File: config.mk
export PLATFORM = sky130hd
export DESIGN_NAME = ahbl_test_port_flat
export DESIGN_NICKNAME = d
export VERILOG_FILES = /design/src/rtl/ahbl_test_port_if.sv /design/src/rtl/ahbl_test_port.sv /design/src/flat_wrapper.sv
export SDC_FILE = /design/constraint.sdc
export NUM_CORES = 1
export LEC_CHECK = 0
export CORE_ASPECT_RATIO = 0.6
export CORE_MARGIN = 8
export CORE_UTILIZATION = 28
export DETAILED_ROUTE_END_ITERATION = 10
export PLACE_DENSITY = 0.54
export SETUP_SLACK_MARGIN = 0.15
export SYNTH_ARGS = -nofsm -noshare
export SYNTH_HDL_FRONTEND = slang
export SYNTH_SLANG_ARGS = --single-unit
File: constraint.sdc
create_clock -name clk -period 2.7 [get_ports clk]
set_clock_uncertainty 0.15 [all_clocks]
set_input_delay 0.405 -clock clk [delete_from_list [all_inputs] [get_ports clk]]
set_output_delay 0.405 -clock clk [all_outputs]
set_load 0.1 [all_outputs]
File: src/rtl/ahbl_test_port_if.sv
// -----------------------------------------------------------------------------
// ahbl_test_port_if
//
// AHB-Lite bus bundle for the ahbl_test_port responder. Signal names keep the
// ahbls_ prefix of the slave port they replace so waveforms and grep line up
// with the rest of the bus fabric.
//
//   ahbls_hready       bus-wide HREADY (driven by the interconnect)
//   ahbls_hready_resp  slave HREADYOUT
//   ahbls_hresp        slave response (always OKAY here)
//   ahbls_haddr        address
//   ahbls_hwrite       1 = write, 0 = read
//   ahbls_htrans       transfer type
//   ahbls_hsize/hburst/hprot/hmastlock  carried for completeness
//   ahbls_hwdata       write data
//   ahbls_hrdata       read data
//
// Modports: master (CPU / bench side), slave (responder side).
// -----------------------------------------------------------------------------
interface ahbl_test_port_if #(
   parameter int W_ADDR = 32,
   parameter int W_DATA = 32
);
   logic              ahbls_hready;
   logic              ahbls_hready_resp;
   logic              ahbls_hresp;
   logic [W_ADDR-1:0] ahbls_haddr;
   logic              ahbls_hwrite;
   logic [1:0]        ahbls_htrans;
   logic [2:0]        ahbls_hsize;
   logic [2:0]        ahbls_hburst;
   logic [3:0]        ahbls_hprot;
   logic              ahbls_hmastlock;
   logic [W_DATA-1:0] ahbls_hwdata;
   logic [W_DATA-1:0] ahbls_hrdata;

   modport master (
      input  ahbls_hready,
      input  ahbls_hready_resp,
      input  ahbls_hresp,
      input  ahbls_hrdata,
      output ahbls_haddr,
      output ahbls_hwrite,
      output ahbls_htrans,
      output ahbls_hsize,
      output ahbls_hburst,
      output ahbls_hprot,
      output ahbls_hmastlock,
      output ahbls_hwdata
   );

   modport slave (
      input  ahbls_hready,
      input  ahbls_haddr,
      input  ahbls_hwrite,
      input  ahbls_htrans,
      input  ahbls_hsize,
      input  ahbls_hburst,
      input  ahbls_hprot,
      input  ahbls_hmastlock,
      input  ahbls_hwdata,
      output ahbls_hready_resp,
      output ahbls_hresp,
      output ahbls_hrdata
   );
endinterface

File: src/rtl/ahbl_test_port.sv
// -----------------------------------------------------------------------------
// ahbl_test_port
//
// AHB-Lite responder giving code on the CPU a simulation-visible side channel:
//   0x0 PRINT   W: push hwdata[7:0] into the character FIFO
//               R: FIFO level (0..FIFO_DEPTH), zero-extended
//   0x4 EXIT    W: exit_vld <= 1 (sticky), exit_code <= hwdata.  R: exit_code
//   0x8 CYCLE   R: free-running cycle counter.  W: ignored
//   0xC SCRATCH R/W 32-bit word
// Only haddr[3:2] is decoded; higher and lower bits alias.
//
// A PRINT write whose data phase finds the FIFO full is held with
// hready_resp low until the drain logic frees a slot, which makes this the
// one wait-state-inserting slave on the bus.
//
// Ports:
//   clk        clock
//   rst_n      asynchronous active-low reset
//   ahbls      AHB-Lite slave bundle (ahbl_test_port_if.slave)
//   char_vld   one-cycle strobe per character popped
//   char_data  character popped (held between strobes)
//   exit_vld   sticky, set by the first EXIT write
//   exit_code  last value written to EXIT
//
// Parameters: W_ADDR (>= 4), W_DATA (32), FIFO_DEPTH (power of two, >= 2),
// DRAIN_DIV (>= 1, cycles between successive character pops).
// -----------------------------------------------------------------------------
module ahbl_test_port #(
   parameter int W_ADDR     = 32,
   parameter int W_DATA     = 32,
   parameter int FIFO_DEPTH = 8,
   parameter int DRAIN_DIV  = 4
) (
   input  logic                 clk,
   input  logic                 rst_n,
   ahbl_test_port_if.slave      ahbls,
   output logic                 char_vld,
   output logic [7:0]           char_data,
   output logic                 exit_vld,
   output logic [W_DATA-1:0]    exit_code
);

   localparam int W_PTR   = $clog2(FIFO_DEPTH);
   localparam int W_LEVEL = W_PTR + 1;
   localparam int W_DRAIN = (DRAIN_DIV > 1) ? $clog2(DRAIN_DIV) : 1;

   localparam logic [W_LEVEL-1:0] FULL_LEVEL   = W_LEVEL'(FIFO_DEPTH);
   localparam logic [W_DRAIN-1:0] DRAIN_RELOAD = W_DRAIN'(DRAIN_DIV - 1);

   typedef enum logic [1:0] {
      REG_PRINT   = 2'd0,
      REG_EXIT    = 2'd1,
      REG_CYCLE   = 2'd2,
      REG_SCRATCH = 2'd3
   } reg_sel_e;

   // Data-phase context captured from the accepted address phase
   logic               dp_valid;
   logic               dp_write;
   reg_sel_e           dp_sel;

   // Character FIFO
   logic [7:0]         fifo_mem [FIFO_DEPTH];
   logic [W_PTR-1:0]   rd_ptr;
   logic [W_PTR-1:0]   wr_ptr;
   logic [W_LEVEL-1:0] level;
   logic [W_DRAIN-1:0] drain_cnt;

   logic [W_DATA-1:0]  cycle_cnt;
   logic [W_DATA-1:0]  scratch;

   logic               print_stall;
   logic               wr_commit;
   logic               push;
   logic               pop;

   // "Full" comes from the registered level, so a pop in the stalled cycle
   // only releases the push on the following edge.
   assign print_stall = dp_valid && dp_write && (dp_sel == REG_PRINT) &&
                        (level == FULL_LEVEL);
   assign wr_commit   = dp_valid && dp_write && !print_stall;
   assign push        = wr_commit && (dp_sel == REG_PRINT);
   assign pop         = (drain_cnt == '0) && (level != '0);

   assign ahbls.ahbls_hready_resp = !print_stall;
   assign ahbls.ahbls_hresp       = 1'b0;

   // -------------------------------------------------------------------------
   // Address phase capture. Bus-wide hready low (including our own stall)
   // keeps the current data phase alive.
   // -------------------------------------------------------------------------
   // NOTE: state registers use non-blocking assignments so every flop samples
   // the pre-edge value of every other flop, independent of process order.
   always_ff @(posedge clk or negedge rst_n) begin
      if (!rst_n) begin
         dp_valid <= 1'b0;
         dp_write <= 1'b0;
         dp_sel   <= REG_PRINT;
      end else if (ahbls.ahbls_hready) begin
         dp_valid <= ahbls.ahbls_htrans[1];
         dp_write <= ahbls.ahbls_hwrite;
         dp_sel   <= reg_sel_e'(ahbls.ahbls_haddr[3:2]);
      end
   end

   // -------------------------------------------------------------------------
   // FIFO storage
   // -------------------------------------------------------------------------
   // NOTE: the storage array has no reset; an empty level counter already
   // makes stale entries unreachable, and leaving it out lets it map to RAM.
   always_ff @(posedge clk) begin
      if (push) begin
         fifo_mem[wr_ptr] <= ahbls.ahbls_hwdata[7:0];
      end
   end

   // Pointers wrap naturally because FIFO_DEPTH is a power of two.
   always_ff @(posedge clk or negedge rst_n) begin
      if (!rst_n) begin
         wr_ptr <= '0;
         rd_ptr <= '0;
         level  <= '0;
      end else begin
         if (push) wr_ptr <= wr_ptr + 1'b1;
         if (pop)  rd_ptr <= rd_ptr + 1'b1;
         case ({push, pop})
            2'b10:   level <= level + 1'b1;
            2'b01:   level <= level - 1'b1;
            default: level <= level;
         endcase
      end
   end

   // -------------------------------------------------------------------------
   // Drain: pop one character every DRAIN_DIV cycles while nonempty.
   // -------------------------------------------------------------------------
   always_ff @(posedge clk or negedge rst_n) begin
      if (!rst_n) begin
         drain_cnt <= '0;
         char_vld  <= 1'b0;
         char_data <= 8'h00;
      end else if (pop) begin
         drain_cnt <= DRAIN_RELOAD;
         char_vld  <= 1'b1;
         char_data <= fifo_mem[rd_ptr];
      end else begin
         char_vld <= 1'b0;
         if (drain_cnt != '0) drain_cnt <= drain_cnt - 1'b1;
      end
   end

   // -------------------------------------------------------------------------
   // EXIT, SCRATCH and CYCLE registers
   // -------------------------------------------------------------------------
   always_ff @(posedge clk or negedge rst_n) begin
      if (!rst_n) begin
         exit_vld  <= 1'b0;
         exit_code <= '0;
         scratch   <= '0;
         cycle_cnt <= '0;
      end else begin
         cycle_cnt <= cycle_cnt + 1'b1;
         if (wr_commit && (dp_sel == REG_EXIT)) begin
            exit_vld  <= 1'b1;
            exit_code <= ahbls.ahbls_hwdata;
         end
         if (wr_commit && (dp_sel == REG_SCRATCH)) begin
            scratch <= ahbls.ahbls_hwdata;
         end
      end
   end

   // -------------------------------------------------------------------------
   // Read data: combinational from registered state, zero outside reads.
   // -------------------------------------------------------------------------
   // NOTE: every signal driven here gets a default first, so no path through
   // the block leaves it unassigned and no latch is inferred.
   always_comb begin
      ahbls.ahbls_hrdata = '0;
      if (dp_valid && !dp_write) begin
         case (dp_sel)
            REG_PRINT:   ahbls.ahbls_hrdata = W_DATA'(level);
            REG_EXIT:    ahbls.ahbls_hrdata = exit_code;
            REG_CYCLE:   ahbls.ahbls_hrdata = cycle_cnt;
            REG_SCRATCH: ahbls.ahbls_hrdata = scratch;
            default:     ahbls.ahbls_hrdata = '0;
         endcase
      end
   end

   // Bus fields this responder deliberately ignores.
   wire unused_bus = ^{ahbls.ahbls_haddr[W_ADDR-1:4], ahbls.ahbls_haddr[1:0],
                       ahbls.ahbls_htrans[0], ahbls.ahbls_hsize,
                       ahbls.ahbls_hburst, ahbls.ahbls_hprot,
                       ahbls.ahbls_hmastlock};

endmodule
File: src/flat_wrapper.sv
// flat-port wrapper written by rule: the top's interface ports become plain ports
module ahbl_test_port_flat 
#(
   parameter int W_ADDR     = 32,
   parameter int W_DATA     = 32,
   parameter int FIFO_DEPTH = 8,
   parameter int DRAIN_DIV  = 4
)
  (clk, rst_n, char_vld, char_data, exit_vld, exit_code, ahbls_ahbls_hready, ahbls_ahbls_haddr, ahbls_ahbls_hwrite, ahbls_ahbls_htrans, ahbls_ahbls_hsize, ahbls_ahbls_hburst, ahbls_ahbls_hprot, ahbls_ahbls_hmastlock, ahbls_ahbls_hwdata, ahbls_ahbls_hready_resp, ahbls_ahbls_hresp, ahbls_ahbls_hrdata);
  ahbl_test_port_if #(.W_ADDR(W_ADDR), .W_DATA(W_DATA)) ahbls_i ();
  input  logic clk;
  input  logic rst_n;
  output logic char_vld;
  output logic [7:0] char_data;
  output logic exit_vld;
  output logic [W_DATA-1:0] exit_code;
  input wire logic [$bits(ahbls_i.ahbls_hready)-1:0] ahbls_ahbls_hready;
  input wire logic [$bits(ahbls_i.ahbls_haddr)-1:0] ahbls_ahbls_haddr;
  input wire logic [$bits(ahbls_i.ahbls_hwrite)-1:0] ahbls_ahbls_hwrite;
  input wire logic [$bits(ahbls_i.ahbls_htrans)-1:0] ahbls_ahbls_htrans;
  input wire logic [$bits(ahbls_i.ahbls_hsize)-1:0] ahbls_ahbls_hsize;
  input wire logic [$bits(ahbls_i.ahbls_hburst)-1:0] ahbls_ahbls_hburst;
  input wire logic [$bits(ahbls_i.ahbls_hprot)-1:0] ahbls_ahbls_hprot;
  input wire logic [$bits(ahbls_i.ahbls_hmastlock)-1:0] ahbls_ahbls_hmastlock;
  input wire logic [$bits(ahbls_i.ahbls_hwdata)-1:0] ahbls_ahbls_hwdata;
  output wire logic [$bits(ahbls_i.ahbls_hready_resp)-1:0] ahbls_ahbls_hready_resp;
  output wire logic [$bits(ahbls_i.ahbls_hresp)-1:0] ahbls_ahbls_hresp;
  output wire logic [$bits(ahbls_i.ahbls_hrdata)-1:0] ahbls_ahbls_hrdata;
  assign ahbls_i.ahbls_hready = ahbls_ahbls_hready;
  assign ahbls_i.ahbls_haddr = ahbls_ahbls_haddr;
  assign ahbls_i.ahbls_hwrite = ahbls_ahbls_hwrite;
  assign ahbls_i.ahbls_htrans = ahbls_ahbls_htrans;
  assign ahbls_i.ahbls_hsize = ahbls_ahbls_hsize;
  assign ahbls_i.ahbls_hburst = ahbls_ahbls_hburst;
  assign ahbls_i.ahbls_hprot = ahbls_ahbls_hprot;
  assign ahbls_i.ahbls_hmastlock = ahbls_ahbls_hmastlock;
  assign ahbls_i.ahbls_hwdata = ahbls_ahbls_hwdata;
  assign ahbls_ahbls_hready_resp = ahbls_i.ahbls_hready_resp;
  assign ahbls_ahbls_hresp = ahbls_i.ahbls_hresp;
  assign ahbls_ahbls_hrdata = ahbls_i.ahbls_hrdata;
  ahbl_test_port #(.W_ADDR(W_ADDR), .W_DATA(W_DATA), .FIFO_DEPTH(FIFO_DEPTH), .DRAIN_DIV(DRAIN_DIV)) u_core (.clk(clk), .rst_n(rst_n), .ahbls(ahbls_i), .char_vld(char_vld), .char_data(char_data), .exit_vld(exit_vld), .exit_code(exit_code));
endmodule
==> reports/metrics.csv, run 1 <==
stage,metric,value,unit
status,status,"finished, final reports clean",
job,number of maximum-capacitance violations,0,
global_route,gr ovfl total,0,
critical_path,critical path startpoint category,flop,
logic_synthesis,Ys Warns,0,
global_route,antenna violations before repair,0,
critical_path,data required time at the worst endpoint,2.14,ns
floorplan,die width,236.9,um
clocking,Max Root-Sink Buffers,2,
clocking,clock-pin slew of the registers on the worst-case setup and hold paths,0.07,ns
detailed_routing,DR WL/cell,19.96,um
clocking,clk_lat worst skew,0.43,ns
detailed_routing,# DRC,0,
sta,slew at the pin with the worst max-slew slack,0.8280,ns
critical_path,category of the worst setup path capture point,output pin,
floorplan,chip height,148.5,um
critical_path,start point of the critical path,u_core.dp_sel[0],
layout,final instance area,11250,sq um
critical_path,CP max FO,16,
detailed_routing,First-pass DRT Iterations,6,
critical_path,dominant cell type by count on the critical path,sky130_fd_sc_hd__buf_12,
critical_path,worst path cell trace,"buf_12, mux2_2, a22oi_2, nor2_2, buf_12",
critical_path,Worst path slowest cell,sky130_fd_sc_hd__dfrtp_2,
pwr,Pleak,0.004369,uW
floorplan,total die area,35170,sq um
logic_synthesis,number of distinct standard cells referenced by the synthesized netlist,39,
logic_synthesis,number of cells produced by synthesis,563,
layout,layout net count,798,
clocking,CTS buffer count,17,
logic_synthesis,Post-Synthesis Cell Area,8194,sq um
placement,I/O Buffers,113,
layout,fraction of final layout cells with drive strength greater than 1,47.03,%
critical_path,"Data arrival, critical path",1.96,ns
detailed_routing,number of nets with antenna violations after detailed routing,0,
clocking,H-tree levels,4,
detailed_routing,total wire length after detailed routing,21.91,mm
layout,Diodes inserted,0,
detailed_routing,via/cell ratio,4.687,
pwr,"IR drop worst, VDD",0.5599,mV
critical_path,critical path class,reg2out,
layout,Layout area overhead,37.26,%
worst_hold_path,HP Class,in2async,
placement,routability cong.,0.7717,
placement,Placement Cell Area,10330,sq um
critical_path,startpoint of the lowest-slack register-to-register path,u_core.level[2],
detailed_routing,detailed-route via count,5146,
floorplan,total I/O pin count,157,
logic_synthesis,flop and latch count out of synthesis,186,
clocking,Root Driver,sky130_fd_sc_hd__clkbuf_16,
sta,final setup vio count,0,
sta,final count of hold timing violations,0,
critical_path,Critical Path Max Stage Delay,0.47,ns
clocking,TritonCTS clock tree,done,
global_route,largest net degree at the start of global routing,48,
sta,setup repair after global routing missed its margin,yes,
floorplan,number of rows in the core area,48,
logic_synthesis,"Net Count, Synth",651,
sta,max frequency,0.3977,GHz
global_route,number of global-route vias before repair,5575,
logic_synthesis,sequential share of the synthesized area,60.71,%
sta,post-layout minimum cycle time,2.515,ns
sta,period utilization,93.13,%
clocking,Sinks on Clock Net,186,
placement,half-perimeter wire length after detailed placement,14.83,mm
logic_synthesis,Avg Inst Size Synth,14.55,sq um
global_route,Tot GR Track Use,12.35,%
floorplan,starting utilization of the core area,28.48,%
global_route,global-route wire length before repair,33.75,mm
pwr,power density over the cells,1029,nW/um^2
sta,max-slew violation count,0,
detailed_routing,number of design-rule violations left by the first detailed-router iteration,304,
floorplan,Core Box Area,28770,sq um
sta,relative slew slack,44.80,%
sta,Setup Total Neg Slack,0,ns
synthesized netlist by cell type:
cell | instances | area (sq um)
sky130_fd_sc_hd__inv_1 | 6 | 22.52
sky130_fd_sc_hd__and3_1 | 5 | 31.28
sky130_fd_sc_hd__inv_2 | 1 | 3.750
sky130_fd_sc_hd__nor4_1 | 1 | 6.260
sky130_fd_sc_hd__buf_1 | 1 | 3.750
sky130_fd_sc_hd__nand4_1 | 11 | 68.82
sky130_fd_sc_hd__buf_2 | 15 | 75.07
sky130_fd_sc_hd__nor2_2 | 1 | 6.260
sky130_fd_sc_hd__nor2_1 | 37 | 138.9
sky130_fd_sc_hd__ha_1 | 7 | 87.58
sky130_fd_sc_hd__nand2_1 | 22 | 82.58
sky130_fd_sc_hd__conb_1 | 1 | 3.750
sky130_fd_sc_hd__and4_1 | 4 | 35.03
sky130_fd_sc_hd__a21oi_1 | 3 | 15.01
sky130_fd_sc_hd__xnor2_1 | 28 | 245.2
sky130_fd_sc_hd__nor2b_1 | 6 | 37.54
sky130_fd_sc_hd__nand2_2 | 1 | 6.260
sky130_fd_sc_hd__nor3_1 | 6 | 30.03
sky130_fd_sc_hd__nor3_2 | 1 | 10.01
sky130_fd_sc_hd__a22oi_1 | 29 | 217.7
sky130_fd_sc_hd__nand4_2 | 1 | 12.51
sky130_fd_sc_hd__mux4_2 | 20 | 450.4
sky130_fd_sc_hd__edfxtp_1 | 64 | 1922
sky130_fd_sc_hd__a2111oi_4 | 1 | 27.53
sky130_fd_sc_hd__clkbuf_1 | 8 | 30.03
sky130_fd_sc_hd__nor4_2 | 2 | 25.02
sky130_fd_sc_hd__mux2_2 | 98 | 1104
sky130_fd_sc_hd__nand2b_1 | 4 | 25.02
sky130_fd_sc_hd__nand3b_1 | 1 | 7.510
sky130_fd_sc_hd__nand3_1 | 17 | 85.08
sky130_fd_sc_hd__o21ai_0 | 9 | 45.04
sky130_fd_sc_hd__dfrtp_1 | 122 | 3053
sky130_fd_sc_hd__nand4b_2 | 1 | 15.01
sky130_fd_sc_hd__mux2i_1 | 9 | 90.09
sky130_fd_sc_hd__and3b_1 | 1 | 8.760
sky130_fd_sc_hd__or4_4 | 1 | 11.26
sky130_fd_sc_hd__and4bb_2 | 1 | 12.51
sky130_fd_sc_hd__buf_4 | 5 | 37.54
sky130_fd_sc_hd__xor2_1 | 12 | 105.1
routing by layer:
metal	vias to the layer above	wire length, um	track usage [%]
li1	2378	-	-
met1	2669	11070	17.75
met2	87	9811	18.65
met3	12	883	3.067
met4	0	147	2.494
met5	-	0	0
registers in the layout, summed over array words and instances (netlist names):
name              flops
u_core.fifo_mem      64
u_core.dp_write       1
u_core.exit_code     32
u_core.dp_sel         2
u_core.char_data      8
u_core.rd_ptr         3
u_core.char_vld       1
u_core.level          4
u_core.exit_vld       1
u_core.dp_valid       1
u_core.drain_cnt      2
u_core.wr_ptr         3
u_core.scratch       32
u_core.cycle_cnt     32
final cells by class:
type,instances,area [sq um]
Fill cell,2656,17520
Sequential cell,186,4982
Multi-Input combinational cell,342,3381
Timing Repair Buffer,156,1809
Tap cell,375,469.2
Clock buffer,18,429.2
Clock inverter,14,150.1
Inverter,7,26.28
power breakdown:
part / switching [uW] / total (uW) / internal, uW
clock network: 1230 / 2470 / 1240
logic: 3360 / 5080 / 1710
registers: 531 / 4030 / 3500
total: 5130 / 11600 / 6450
kinds of logic (layout without fill, tap and decap cells):
family	after synthesis	in the layout	synth area share (%)
AOI/OAI and AO/OA	42	42	3.726
xor gates and xnor gates	40	40	4.276
adders and majority gates	7	7	1.069
buffers and inverters	36	195	2.107
DFF	186	186	60.71
muxes	127	127	20.06
other	1	1	0.04576
and+or+nand+nor	124	125	8.001
stage by stage:
step	setup slack, ns	std cells	total power [uW]	hold WS (ns)	util [%]
3_5_place_dp	0.1753	1048	9036	0.2168	35.90
3_3_place_gp	0.2054	1048	8945	0.2080	35.90
4_1_cts	0.1292	1084	11560	0.2789	38.12
6_report	0.1854	1098	11570	0.2831	39.10
5_1_grt	0.06155	1098	12150	0.3020	39.10
2_1_floorplan	0.01105	563	7733	-0.04059	-
cell usage in the layout, fill, tap and decap left out, types with 5 or more instances in the layout:
cell type,netlist,routed
sky130_fd_sc_hd__buf_12,0,38
sky130_fd_sc_hd__mux2_2,98,98
sky130_fd_sc_hd__dfrtp_2,0,6
sky130_fd_sc_hd__mux4_2,20,20
sky130_fd_sc_hd__nand4_1,11,11
sky130_fd_sc_hd__dfrtp_1,122,116
sky130_fd_sc_hd__nor2_2,1,9
sky130_fd_sc_hd__nor2_1,37,9
sky130_fd_sc_hd__ha_1,7,7
sky130_fd_sc_hd__xor2_1,12,12
sky130_fd_sc_hd__xnor2_1,28,28
sky130_fd_sc_hd__buf_4,5,74
sky130_fd_sc_hd__mux2i_1,9,9
sky130_fd_sc_hd__and3_1,5,5
sky130_fd_sc_hd__nor3_1,6,6
sky130_fd_sc_hd__a22oi_1,29,8
sky130_fd_sc_hd__clkdlybuf4s50_1,0,37
sky130_fd_sc_hd__nor2_4,0,20
sky130_fd_sc_hd__nand2_1,22,22
sky130_fd_sc_hd__o21ai_0,9,9
sky130_fd_sc_hd__a22oi_2,0,21
sky130_fd_sc_hd__clkbuf_16,0,20
sky130_fd_sc_hd__inv_1,6,6
sky130_fd_sc_hd__nand3_1,17,17
sky130_fd_sc_hd__edfxtp_1,64,64
worst paths after layout:
check | end | slack, ns | cells after the start
worst max-delay path | ahbls_ahbls_hrdata[8] | 0.19 | 5
worst min-delay path | u_core.exit_code[25] | 0.28 | 2
worst max register to register | u_core.level[2] | 0.19 | 10
worst min register to register | u_core.exit_vld | 0.32 | 1
max in group asynchronous | u_core.dp_sel[0] | 1.34 | 3
min in group clk | u_core.exit_vld | 0.32 | 1
worst max-delay path: cells and delay by family (launching register included):
| kind | cells | cell delay (ns) |
|---|---|---|
| buffers and inverters | 2 | 0.37 |
| AND/OR/NAND/NOR | 1 | 0.08 |
| flip-flops | 1 | 0.47 |
| AO/OA/AOI/OAI | 1 | 0.21 |
| multiplexers | 1 | 0.36 |
timing repair:
action | CTS | global route
buffers inserted | 2 | 10
cloned | 1 | 4
gates resized for setup | 7 | 26
endpoints found under the hold margin | 26 | 0
pin swaps | 0 | 1
endpoints found under the setup margin | 29 | 29
hold buffers | 1 | 0
Note: power is estimated with default switching activity, not from simulation.
==> inputs of run 2 (changes only) <==
--- a/config.mk
+++ b/config.mk
@@ -6,8 +6,9 @@
 export NUM_CORES = 1
 export LEC_CHECK = 0
 export CORE_ASPECT_RATIO = 0.6
-export CORE_MARGIN = 8
+export CORE_MARGIN = 4
 export CORE_UTILIZATION = 28
+export CTS_CLUSTER_SIZE = 40
 export DETAILED_ROUTE_END_ITERATION = 10
 export PLACE_DENSITY = 0.54
 export SETUP_SLACK_MARGIN = 0.15
==> reports/metrics.csv, run 2 (synthesis gave the netlist of run 1 again) <==
stage,metric,value,unit,change
clocking,TritonCTS clock tree,done,,unchanged
layout,Diodes inserted,0,,unchanged
worst_hold_path,HP Class,in2async,,unchanged
detailed_routing,number of nets with antenna violations after detailed routing,0,,unchanged
placement,half-perimeter wire length after detailed placement,14.32,mm,was 14.83 mm
clocking,Sinks on Clock Net,186,,unchanged
detailed_routing,DR WL/cell,18.78,um,was 19.96 um
layout,Layout area overhead,35.87,%,was 37.26%
sta,final setup vio count,0,,unchanged
pwr,"IR drop worst, VDD",0.4420,mV,was 0.5599 mV
layout,most flop-heavy register,u_core.fifo_mem,,unchanged
layout,Finished Layout Cells,1091,,was 1098
pwr,Pleak,0.004332,uW,was 0.004369 uW
critical_path,dominant cell type by count on the critical path,sky130_fd_sc_hd__buf_12,,unchanged
clocking,H-tree levels,4,,unchanged
global_route,number of global-route vias before repair,5498,,was 5575
floorplan,chip height,140.5,um,was 148.5 um
floorplan,total I/O pin count,157,,unchanged
detailed_routing,number of design-rule violations left by the first detailed-router iteration,276,,was 304
global_route,largest net degree at the start of global routing,65,,was 48
critical_path,CP max FO,7,,was 16
layout,number of flip-flops in the largest register,64,,unchanged
layout,"most common cell after layout, fill and taps aside",sky130_fd_sc_hd__dfrtp_1,,unchanged
sta,max-slew violation count,0,,unchanged
pwr,power density over the cells,1030,nW/um^2,was 1029 nW/um^2
clocking,Max Root-Sink Buffers,2,,unchanged
critical_path,category of the worst setup path capture point,output pin,,unchanged
detailed_routing,# DRC,0,,unchanged
critical_path,Worst path slowest cell,sky130_fd_sc_hd__dfrtp_2,,unchanged
global_route,Tot GR Track Use,12.83,%,was 12.35%
critical_path,data required time at the worst endpoint,2.14,ns,about the same
critical_path,"Data arrival, critical path",1.94,ns,was 1.96 ns
critical_path,critical path class,reg2out,,unchanged
layout,layout net count,791,,was 798
floorplan,die width,228.9,um,was 236.9 um
sta,post-layout minimum cycle time,2.491,ns,was 2.515 ns
sta,period utilization,92.27,%,was 93.13%
global_route,global-route wire length before repair,32.12,mm,was 33.75 mm
sta,max frequency,0.4014,GHz,was 0.3977 GHz
clocking,clock-pin slew of the registers on the worst-case setup and hold paths,0.07,ns,about the same
detailed_routing,total wire length after detailed routing,20.48,mm,was 21.91 mm
placement,I/O Buffers,113,,unchanged
detailed_routing,detailed-route via count,5120,,was 5146
detailed_routing,via/cell ratio,4.693,,was 4.687
floorplan,number of rows in the core area,48,,unchanged
clocking,clk_lat worst skew,0.43,ns,about the same
sta,relative slew slack,44.37,%,was 44.80%
layout,fraction of final layout cells with drive strength greater than 1,45.11,%,was 47.03%
critical_path,Critical Path Max Stage Delay,0.44,ns,was 0.47 ns
critical_path,critical path startpoint category,flop,,unchanged
sta,setup repair after global routing missed its margin,yes,,unchanged
global_route,gr ovfl total,0,,unchanged
critical_path,worst path cell trace,"buf_12, clkbuf_16, buf_4, mux4_2, nor2b_4, buf_12",,"was buf_12, mux2_2, a22oi_2, nor2_2, buf_12"
job,number of maximum-capacitance violations,0,,unchanged
layout,"commonest cells after routing, fill and taps aside","sky130_fd_sc_hd__dfrtp_1, sky130_fd_sc_hd__mux2_2, sky130_fd_sc_hd__buf_4",,unchanged
detailed_routing,First-pass DRT Iterations,4,,was 6
floorplan,total die area,32160,sq um,was 35170 sq um
clocking,CTS buffer count,17,,unchanged
status,status,"finished, final reports clean",,unchanged
floorplan,Core Box Area,28770,sq um,unchanged
global_route,antenna violations before repair,0,,unchanged
sta,Setup Total Neg Slack,0,ns,unchanged
placement,Inst Count DP,1049,,was 1048
sta,slew at the pin with the worst max-slew slack,0.8345,ns,was 0.8280 ns
floorplan,starting utilization of the core area,28.48,%,unchanged
sta,final count of hold timing violations,0,,unchanged
placement,routability cong.,0.7724,,was 0.7717
critical_path,Register-to-Register Path Depth,10,,unchanged
clocking,Root Driver,sky130_fd_sc_hd__clkbuf_16,,unchanged
## run 2: changes by cell type in the layout (fill, tap and decap cells not counted), sizes merged
cell / delta
clkbuf: -3
buf: -4
nand2b: -1
inv: +1
## run 2: worst paths after layout
| kind | start | end | slack (ns) |
|---|---|---|---|
| max reg2reg | u_core.level[2] | u_core.level[2] | 0.23 |
| max in group asynchronous | rst_n | u_core.level[1] | 1.30 |
| min reg2reg | u_core.cycle_cnt[31] | u_core.cycle_cnt[31] | 0.32 |
| max | u_core.dp_sel[0] | ahbls_ahbls_hrdata[1] | 0.21 |
| min in group clk | u_core.cycle_cnt[31] | u_core.cycle_cnt[31] | 0.32 |
| min | rst_n | u_core.scratch[21] | 0.31 |
## run 2: per-layer routing
layer | GRT usage, % | part of all wire, % | vias up
met5 | 0 | 0 | -
met4 | 3.071 | 1.3 | 0
met3 | 3.537 | 4.7 | 20
met2 | 19.24 | 44 | 93
met1 | 18.56 | 50 | 2644
li1 | - | - | 2363
## run 2: stage by stage
| stage | util, % | hold WS, ns | worst slack [ns] | instance area, sq um | power (uW) |
|---|---|---|---|---|---|
| global placement | 35.93 | 0.2324 | 0.2053 | 10340 | 8943 |
| detailed placement | 35.93 | 0.2359 | 0.2319 | 10340 | 9040 |
| global route | 38.70 | 0.3386 | 0.1235 | 11130 | 12010 |
| finish | 38.70 | 0.3137 | 0.2088 | 11130 | 11470 |
| floorplan | - | -0.04059 | 0.01105 | 8396 | 7733 |
| CTS | 38.52 | 0.2959 | 0.1517 | 11080 | 11590 |
## run 2: layout make-up
| class | instances | area (sq um) |
|---|---|---|
| tap | 375 | 469.2 |
| clock inverter | 15 | 152.6 |
| timing repair buffer | 150 | 1754 |
| multi-input combinational | 341 | 3326 |
| sequential | 186 | 4980 |
| inverter | 7 | 26.28 |
| fill | 2617 | 17630 |
| clock buffer | 17 | 425.4 |
## run 2: power breakdown
| part | switching, uW | total, uW | leakage, uW | internal, uW |
|---|---|---|---|---|
| Combinational | 3350 | 5030 | 0.00199 | 1680 |
| Clock | 1190 | 2430 | 0.000279 | 1230 |
| Sequential | 512 | 4010 | 0.00206 | 3490 |
## run 2: worst max-delay path, delay by kind of cell, from the launching register on
kind | cells | cell delay [ns]
DFF | 1 | 0.44
buffers and inverters | 4 | 0.63
and+or+nand+nor | 1 | 0.15
muxes | 1 | 0.27
## run 2: repair_timing
action / in CTS / in global routing
hold buffers: 1 / 0
hold endpoints to repair: 31 / 0
endpoints found under the setup margin: 29 / 15
cloned: 1 / 1
buffers inserted: 6 / 1
gates resized for setup: 16 / 6
pin swaps: 1 / 2
==> inputs of run 3 (changes only) <==
--- a/config.mk
+++ b/config.mk
@@ -5,13 +5,16 @@
 export SDC_FILE = /design/constraint.sdc
 export NUM_CORES = 1
 export LEC_CHECK = 0
+export CAP_MARGIN = 20
 export CORE_ASPECT_RATIO = 0.6
 export CORE_MARGIN = 4
 export CORE_UTILIZATION = 28
 export CTS_CLUSTER_SIZE = 40
 export DETAILED_ROUTE_END_ITERATION = 10
+export HOLD_SLACK_MARGIN = 0.05
 export PLACE_DENSITY = 0.54
 export SETUP_SLACK_MARGIN = 0.15
+export SLEW_MARGIN = 20
 export SYNTH_ARGS = -nofsm -noshare
 export SYNTH_HDL_FRONTEND = slang
 export SYNTH_SLANG_ARGS = --single-unit
==> results of run 3 <==
Same layout as run 2: the final DEF is identical, and so are final timing and power.
